`src/rtl/key_link_pkg.sv`:
```
// key_link_pkg: types and constants shared by the key link rx and tx.
// No ports; imported by every file of the link.
package key_link_pkg;

  localparam int KEY_BYTES = 32;
  localparam int KEY_W     = KEY_BYTES * 8;

  localparam logic [7:0] SOF_DEFAULT = 8'hA5;

  localparam logic [1:0] ERR_NONE     = 2'b00;
  localparam logic [1:0] ERR_CHECKSUM = 2'b01;
  localparam logic [1:0] ERR_FRAMING  = 2'b10;
  localparam logic [1:0] ERR_TIMEOUT  = 2'b11;

  typedef enum logic [1:0] {
    FR_WAIT_SOF,
    FR_PAYLOAD,
    FR_CHECK
  } frame_state_t;

  typedef enum logic [1:0] {
    RX_IDLE,
    RX_START,
    RX_DATA,
    RX_STOP
  } bit_state_t;

endpackage

```
`src/rtl/uart_byte_rx.sv`:
```
// uart_byte_rx: 2-flop synchronizer plus 8N1 LSB-first byte receiver.
// Ports: clk_i, rst_ni, rx_serial_i in; byte_o, byte_valid_o, framing_err_o out.
module uart_byte_rx
  import key_link_pkg::*;
#(
  parameter int CLKS_PER_BIT = 87
) (
  input  logic       clk_i,
  input  logic       rst_ni,
  input  logic       rx_serial_i,
  output logic [7:0] byte_o,
  output logic       byte_valid_o,
  output logic       framing_err_o
);

  localparam int CW = $clog2(CLKS_PER_BIT) + 1;
  localparam logic [CW-1:0] HALF_M1 =
    CW'(CLKS_PER_BIT / 2 - 1);
  localparam logic [CW-1:0] FULL_M1 =
    CW'(CLKS_PER_BIT - 1);

  logic          s1;
  logic          s2;
  bit_state_t    st;
  bit_state_t    st_n;
  logic [CW-1:0] cnt;
  logic [2:0]    bit_cnt;
  logic [7:0]    sh;
  logic          half_hit;
  logic          full_hit;

  assign half_hit = (cnt == HALF_M1);
  assign full_hit = (cnt == FULL_M1);

  // Idle-high line: sync flops come out of reset at 1.
  always_ff @(posedge clk_i or negedge rst_ni) begin
    if (!rst_ni) begin
      s1 <= 1'b1;
      s2 <= 1'b1;
    end else begin
      s1 <= rx_serial_i;
      s2 <= s1;
    end
  end

  always_ff @(posedge clk_i or negedge rst_ni) begin
    if (!rst_ni) st <= RX_IDLE;
    else         st <= st_n;
  end

  always_comb begin
    st_n = st;
    unique case (st)
      RX_IDLE:
        if (!s2) st_n = RX_START;
      RX_START:
        if (half_hit) st_n = s2 ? RX_IDLE : RX_DATA;
      RX_DATA:
        if (full_hit && bit_cnt == 3'd7) st_n = RX_STOP;
      RX_STOP:
        if (full_hit) st_n = RX_IDLE;
      default:
        st_n = RX_IDLE;
    endcase
  end

  always_ff @(posedge clk_i or negedge rst_ni) begin
    if (!rst_ni) begin
      cnt     <= '0;
      bit_cnt <= '0;
      sh      <= '0;
    end else begin
      unique case (st)
        RX_IDLE: begin
          cnt     <= '0;
          bit_cnt <= '0;
        end
        RX_START:
          cnt <= half_hit ? '0 : cnt + 1'b1;
        RX_DATA:
          if (full_hit) begin
            cnt     <= '0;
            sh      <= {s2, sh[7:1]};
            bit_cnt <= bit_cnt + 3'd1;
          end else begin
            cnt <= cnt + 1'b1;
          end
        RX_STOP:
          cnt <= full_hit ? '0 : cnt + 1'b1;
        default:
          cnt <= '0;
      endcase
    end
  end

  always_comb begin
    byte_valid_o  = 1'b0;
    framing_err_o = 1'b0;
    if (st == RX_STOP && full_hit) begin
      byte_valid_o  = s2;
      framing_err_o = !s2;
    end
  end

  assign byte_o = sh;

endmodule

```
`src/rtl/key_frame_rx.sv`:
```
// key_frame_rx: frames UART bytes as SOF + 32 key bytes + XOR csum.
// Ports: clk_i, rst_ni, rx_serial_i, clear_i in; key_o, key_valid_o, busy_o, err_o, err_code_o out.
module key_frame_rx
  import key_link_pkg::*;
#(
  parameter int         CLKS_PER_BIT = 87,
  parameter logic [7:0] SOF_BYTE     = SOF_DEFAULT,
  parameter int         TIMEOUT_CLKS = 20 * 10 * CLKS_PER_BIT
) (
  input  logic             clk_i,
  input  logic             rst_ni,
  input  logic             rx_serial_i,
  input  logic             clear_i,
  output logic [KEY_W-1:0] key_o,
  output logic             key_valid_o,
  output logic             busy_o,
  output logic             err_o,
  output logic [1:0]       err_code_o
);

  localparam int TW = $clog2(TIMEOUT_CLKS + 1);
  localparam logic [TW-1:0] TO_MAX = TW'(TIMEOUT_CLKS);

  logic [7:0]       rx_byte;
  logic             rx_valid;
  logic             rx_ferr;

  frame_state_t     st;
  frame_state_t     st_n;
  logic [4:0]       idx;
  logic [7:0]       csum;
  logic [KEY_W-1:0] shadow;
  logic [TW-1:0]    tcnt;

  logic             open_q;
  logic             to_hit;
  logic             byte_take;
  logic             key_load;
  logic             err_set;
  logic [1:0]       err_code_n;

  uart_byte_rx #(
    .CLKS_PER_BIT (CLKS_PER_BIT)
  ) u_rx (
    .clk_i         (clk_i),
    .rst_ni        (rst_ni),
    .rx_serial_i   (rx_serial_i),
    .byte_o        (rx_byte),
    .byte_valid_o  (rx_valid),
    .framing_err_o (rx_ferr)
  );

  assign open_q = (st != FR_WAIT_SOF);
  assign busy_o = open_q;
  // A byte arriving on the timeout cycle wins.
  assign to_hit = open_q && (tcnt == TO_MAX) && !rx_valid;

  always_ff @(posedge clk_i or negedge rst_ni) begin
    if (!rst_ni) st <= FR_WAIT_SOF;
    else         st <= st_n;
  end

  always_comb begin
    st_n = st;
    if (clear_i) begin
      st_n = FR_WAIT_SOF;
    end else begin
      unique case (st)
        FR_WAIT_SOF:
          if (rx_valid && rx_byte == SOF_BYTE)
            st_n = FR_PAYLOAD;
        FR_PAYLOAD:
          if (rx_ferr || to_hit)
            st_n = FR_WAIT_SOF;
          else if (rx_valid && idx == 5'd31)
            st_n = FR_CHECK;
        FR_CHECK:
          if (rx_ferr || rx_valid || to_hit)
            st_n = FR_WAIT_SOF;
        default:
          st_n = FR_WAIT_SOF;
      endcase
    end
  end

  always_comb begin
    byte_take  = 1'b0;
    key_load   = 1'b0;
    err_set    = 1'b0;
    err_code_n = ERR_NONE;
    if (!clear_i && open_q) begin
      byte_take = rx_valid && (st == FR_PAYLOAD);
      if (rx_ferr) begin
        err_set    = 1'b1;
        err_code_n = ERR_FRAMING;
      end else if (to_hit) begin
        err_set    = 1'b1;
        err_code_n = ERR_TIMEOUT;
      end else if (rx_valid && st == FR_CHECK) begin
        if (rx_byte == csum) begin
          key_load = 1'b1;
        end else begin
          err_set    = 1'b1;
          err_code_n = ERR_CHECKSUM;
        end
      end
    end
  end

  always_ff @(posedge clk_i or negedge rst_ni) begin
    if (!rst_ni) begin
      key_o       <= '0;
      key_valid_o <= 1'b0;
      err_o       <= 1'b0;
      err_code_o  <= ERR_NONE;
      shadow      <= '0;
      idx         <= '0;
      csum        <= '0;
      tcnt        <= '0;
    end else begin
      key_valid_o <= key_load;
      err_o       <= err_set;
      if (err_set) err_code_o <= err_code_n;

      if (clear_i)       key_o <= '0;
      else if (key_load) key_o <= shadow;

      // Partial key material never outlives its frame.
      if (clear_i || (open_q && st_n == FR_WAIT_SOF))
        shadow <= '0;
      else if (byte_take)
        shadow[{idx, 3'b000} +: 8] <= rx_byte;

      if (st == FR_WAIT_SOF) begin
        idx  <= '0;
        csum <= '0;
      end else if (byte_take) begin
        if (idx != 5'd31) idx <= idx + 5'd1;
        csum <= csum ^ rx_byte;
      end

      if (!open_q || rx_valid)
        tcnt <= '0;
      else if (tcnt != TO_MAX)
        tcnt <= tcnt + 1'b1;
    end
  end

endmodule

```
`config.mk`:
```
export PLATFORM = sky130hd
export DESIGN_NAME = key_frame_rx
export DESIGN_NICKNAME = d
export VERILOG_FILES = /design/src/rtl/key_link_pkg.sv /design/src/rtl/uart_byte_rx.sv /design/src/rtl/key_frame_rx.sv
export SDC_FILE = /design/constraint.sdc
export NUM_CORES = 1
export LEC_CHECK = 0
export CELL_PAD_IN_SITES_DETAIL_PLACEMENT = 1
export CELL_PAD_IN_SITES_GLOBAL_PLACEMENT = 2
export CORE_ASPECT_RATIO = 1.25
export CORE_MARGIN = 1.5
export CORE_UTILIZATION = 38
export DETAILED_ROUTE_END_ITERATION = 16
export HOLD_SLACK_MARGIN = 0.12
export PLACE_DENSITY = 0.86
export SLEW_MARGIN = 20
export SYNTH_ARGS = -nofsm -noshare
export SYNTH_HDL_FRONTEND = slang
export SYNTH_HIERARCHICAL = 1
export SYNTH_SLANG_ARGS = --single-unit
```
`constraint.sdc`:
```
create_clock -name clk_i -period 5.81 [get_ports clk_i]
set_input_delay 1.162 -clock clk_i [delete_from_list [all_inputs] [get_ports clk_i]]
set_output_delay 1.162 -clock clk_i [all_outputs]
set_load 0.01 [all_outputs]
```
==> out/qor.txt <==
Post-Synthesis Cells - 2,543
Post-route antenna net violation count - 0
Crit start category - register
Clock Root Buffer - sky130_fd_sc_hd__clkbuf_16
Floorplan die height - 285 µm
Number of warnings printed during yosys synthesis - 6
Data arrival at the endpoint of the critical path - 4.52 ns
Number of global-route vias before repair - 20,400
Antenna diodes - 0
Maximum Capacitance Violations - 0
Worst VDD drop - 223 µV
Final clock period utilization by the worst path - 0.700
Share of layout cells above drive strength 1 - 0.0576
Number of setup buffers added after CTS - 0
Via count - 19,000
Main synth FF type - sky130_fd_sc_hd__dfrtp_1
Violation count after the first detailed-routing iteration - 1,221
Vias per cell - 5.31
Count of buffers from port buffering - 264
Final Hold Slack - 0.359 ns
Internal reg-to-reg setup slack - 1.74 ns
Element type at the critical path end - register
Number of placed instances with taps included - 3,478
Pin count of the biggest net entering global routing - 202
First drt pass iteration count - 5
Die area - 0.0652 mm²
Final total power - 0.00793 W
Global router's overall resource usage - 0.236
Synth top area cells - sky130_fd_sc_hd__dfrtp_1 (59%), sky130_fd_sc_hd__nand2_1 (11%), sky130_fd_sc_hd__a21oi_1 (7.7%)
Post-layout nets - 2,713
Net Count, Synth - 2,559
TNS Setup - 0 ns
Gp weighted congestion - 0.833
Cell Area, Synth - 0.0242 mm²
Worst setup skew after layout - 0.0252 ns
Chip Width - 229 µm
Final setup violating endpoints - 0
Most common library cell in the layout ignoring fill and taps - sky130_fd_sc_hd__nand2_1
F_max - 246 MHz
Setup repair after global routing missed its margin - false
Clock transition at the registers of the reported paths - 0.06 ns
Hold buffers post-CTS - 0
Post-synthesis average cell area - 9.51 µm²
Synth area leader - sky130_fd_sc_hd__dfrtp_1
Worst setup path class - register to register
Overall overflow remaining after global route - 0
Number of unique standard cell types used by synthesis - 65
Number of top-level pins - 265
M2 GR Usage - 0.423
Effective utilization at floorplan - 0.384
Clock buffer depth - 3
TritonCTS Buffers - 57
Leakage - 13.0 nW
Commonest cells after routing, fill and taps aside - sky130_fd_sc_hd__nand2_1 (677), sky130_fd_sc_hd__dfrtp_1 (567), sky130_fd_sc_hd__a21oi_1 (374)
Top Usage Layer GRT - met2
Grt met1 use - 0.289
Sequential cell area fraction in the yosys report - 0.589
Number of sinks on the clock net - 569
Critical path peak fanout - 23
Required time reported for the critical path endpoint - 6.27 ns
Gates resized, CTS repair - 0
Number of flops mapped to enable cells by yosys - 0
Routed Wire Length - 76,800 µm
Worst slew margin - 0.257
CTS tree - built
DRC violations left - 0
Level count of the clock H-tree - 2
Syn-to-layout area delta - 21.4%
Async set or reset register ratio after synthesis - 1.00
Type of the tightest min-delay check - register to register
Actual transition at the worst max-transition pin - 1.11 ns
Non-Filler Instances - 3,583
Max-slew violation count - 0
Wirelength per Cell - 21.4 µm
Floorplan core area - 0.0630 mm²
Outcome - complete, no violations
# fillers - 7,007
Fraction of synthesized cell area taken by the top area cell type - 0.587
Final Hold Vio Count - 0
Global-route wire length before repair - 121,000 µm
Clock insertion delay at the later pin of the skew report - 0.63 ns
HPWL after detailed placement - 52,000 µm
Flip-flop and latch count after synthesis - 569
Crit path time final - 4.07 ns
Number of antenna violations at the first check in global routing - 0
Placement Rows - 103
Met3 Resource Use GR - 0.0324
Total power divided by cell area - 270 mW/mm²
## power breakdown
part / leakage [nW] / internal [W] / switching, W
sequential: 7.94 / 0.00397 / 0.00000746
clock: 0.954 / 0.00221 / 0.00157
combinational: 4.11 / 0.0000219 / 0.000150
## cells in the mapped netlist, drive strengths merged, types with 5 or more instances
master	number
nand2	677
dfrtp	567
a21oi	374
nor2	204
clkbuf	139
mux2i	138
nand3	107
buf	62
o21ai	48
and3	27
a22oi	20
xnor2	19
nor3	16
nand4	14
and2	12
ha	12
inv	12
mux2	8
xor2	8
nand2b	7
nor4	7
or3	7
nand3b	6
o211ai	5
## per-stage QoR
step,utilization,setup slack (ns),area (µm²)
2_1_floorplan,-,2.74,24200
6_report,0.466,1.74,29300
3_3_place_gp,0.435,1.98,27400
4_1_cts,0.465,1.79,29300
3_5_place_dp,0.435,1.81,27400
5_1_grt,0.466,1.34,29300
## logic make-up after synthesis
kind of cell             share of synthesized area
AO/OA/AOI/OAI                                0.104
multiplexers                                0.0618
flip-flops                                   0.589
XOR/XNOR                                   0.00978
adder cells (fa/ha/maj)                    0.00621
AND/OR/NAND/NOR                              0.192
buffers and inverters                       0.0371
## worst max-delay path, stage by stage (launching register included)
cell                       delay (ns)
sky130_fd_sc_hd__dfrtp_1         0.76
sky130_fd_sc_hd__inv_1           0.16
sky130_fd_sc_hd__ha_1            0.44
sky130_fd_sc_hd__xnor2_1         0.61
sky130_fd_sc_hd__and3_1          0.75
sky130_fd_sc_hd__a21boi_1        0.85
sky130_fd_sc_hd__mux2i_1         0.28
sky130_fd_sc_hd__nor2_1          0.06
## registers in the layout, indices dropped and copies added (netlist names), named ones only
register and cells:
csum 8, err_code_o 2, err_o 1, idx 5, key_o 256, key_valid_o 1
shadow 256, st 2, tcnt 15, u_rx/bit_cnt 3, u_rx/byte_o 8, u_rx/cnt 8
u_rx/s1 1, u_rx/s2 1, u_rx/st 1
## final timing paths
kind / from / to / cells past startpoint
worst max-delay path: idx[0] / shadow[23] / 7
worst min-delay path: u_rx/s1 / u_rx/s2 / 0
worst max register to register: idx[0] / shadow[23] / 7
worst min register to register: u_rx/s1 / u_rx/s2 / 0
max in group asynchronous: rst_ni / shadow[130] / 2
min in group asynchronous: rst_ni / key_o[44] / 1
## final cells by class
cell class	instances	area, µm²	share of cell area
sequential	569	14200	0.485
clock buffer	93	1810	0.0618
timing repair buffer	296	2990	0.102
inverter	12	45.0	0.00154
tap	840	1050	0.0358
clock inverter	12	119	0.00405
multi-input combinational	1761	9080	0.310
## routing by layer
layer | share of wire | vias up
met1 | 0.41 | 9740
li1 | - | 8751
met3 | 0.036 | 141
met2 | 0.52 | 376
met4 | 0.038 | 0
met5 | 0 | -
No activity file was read; power rests on OpenSTA's default activity.
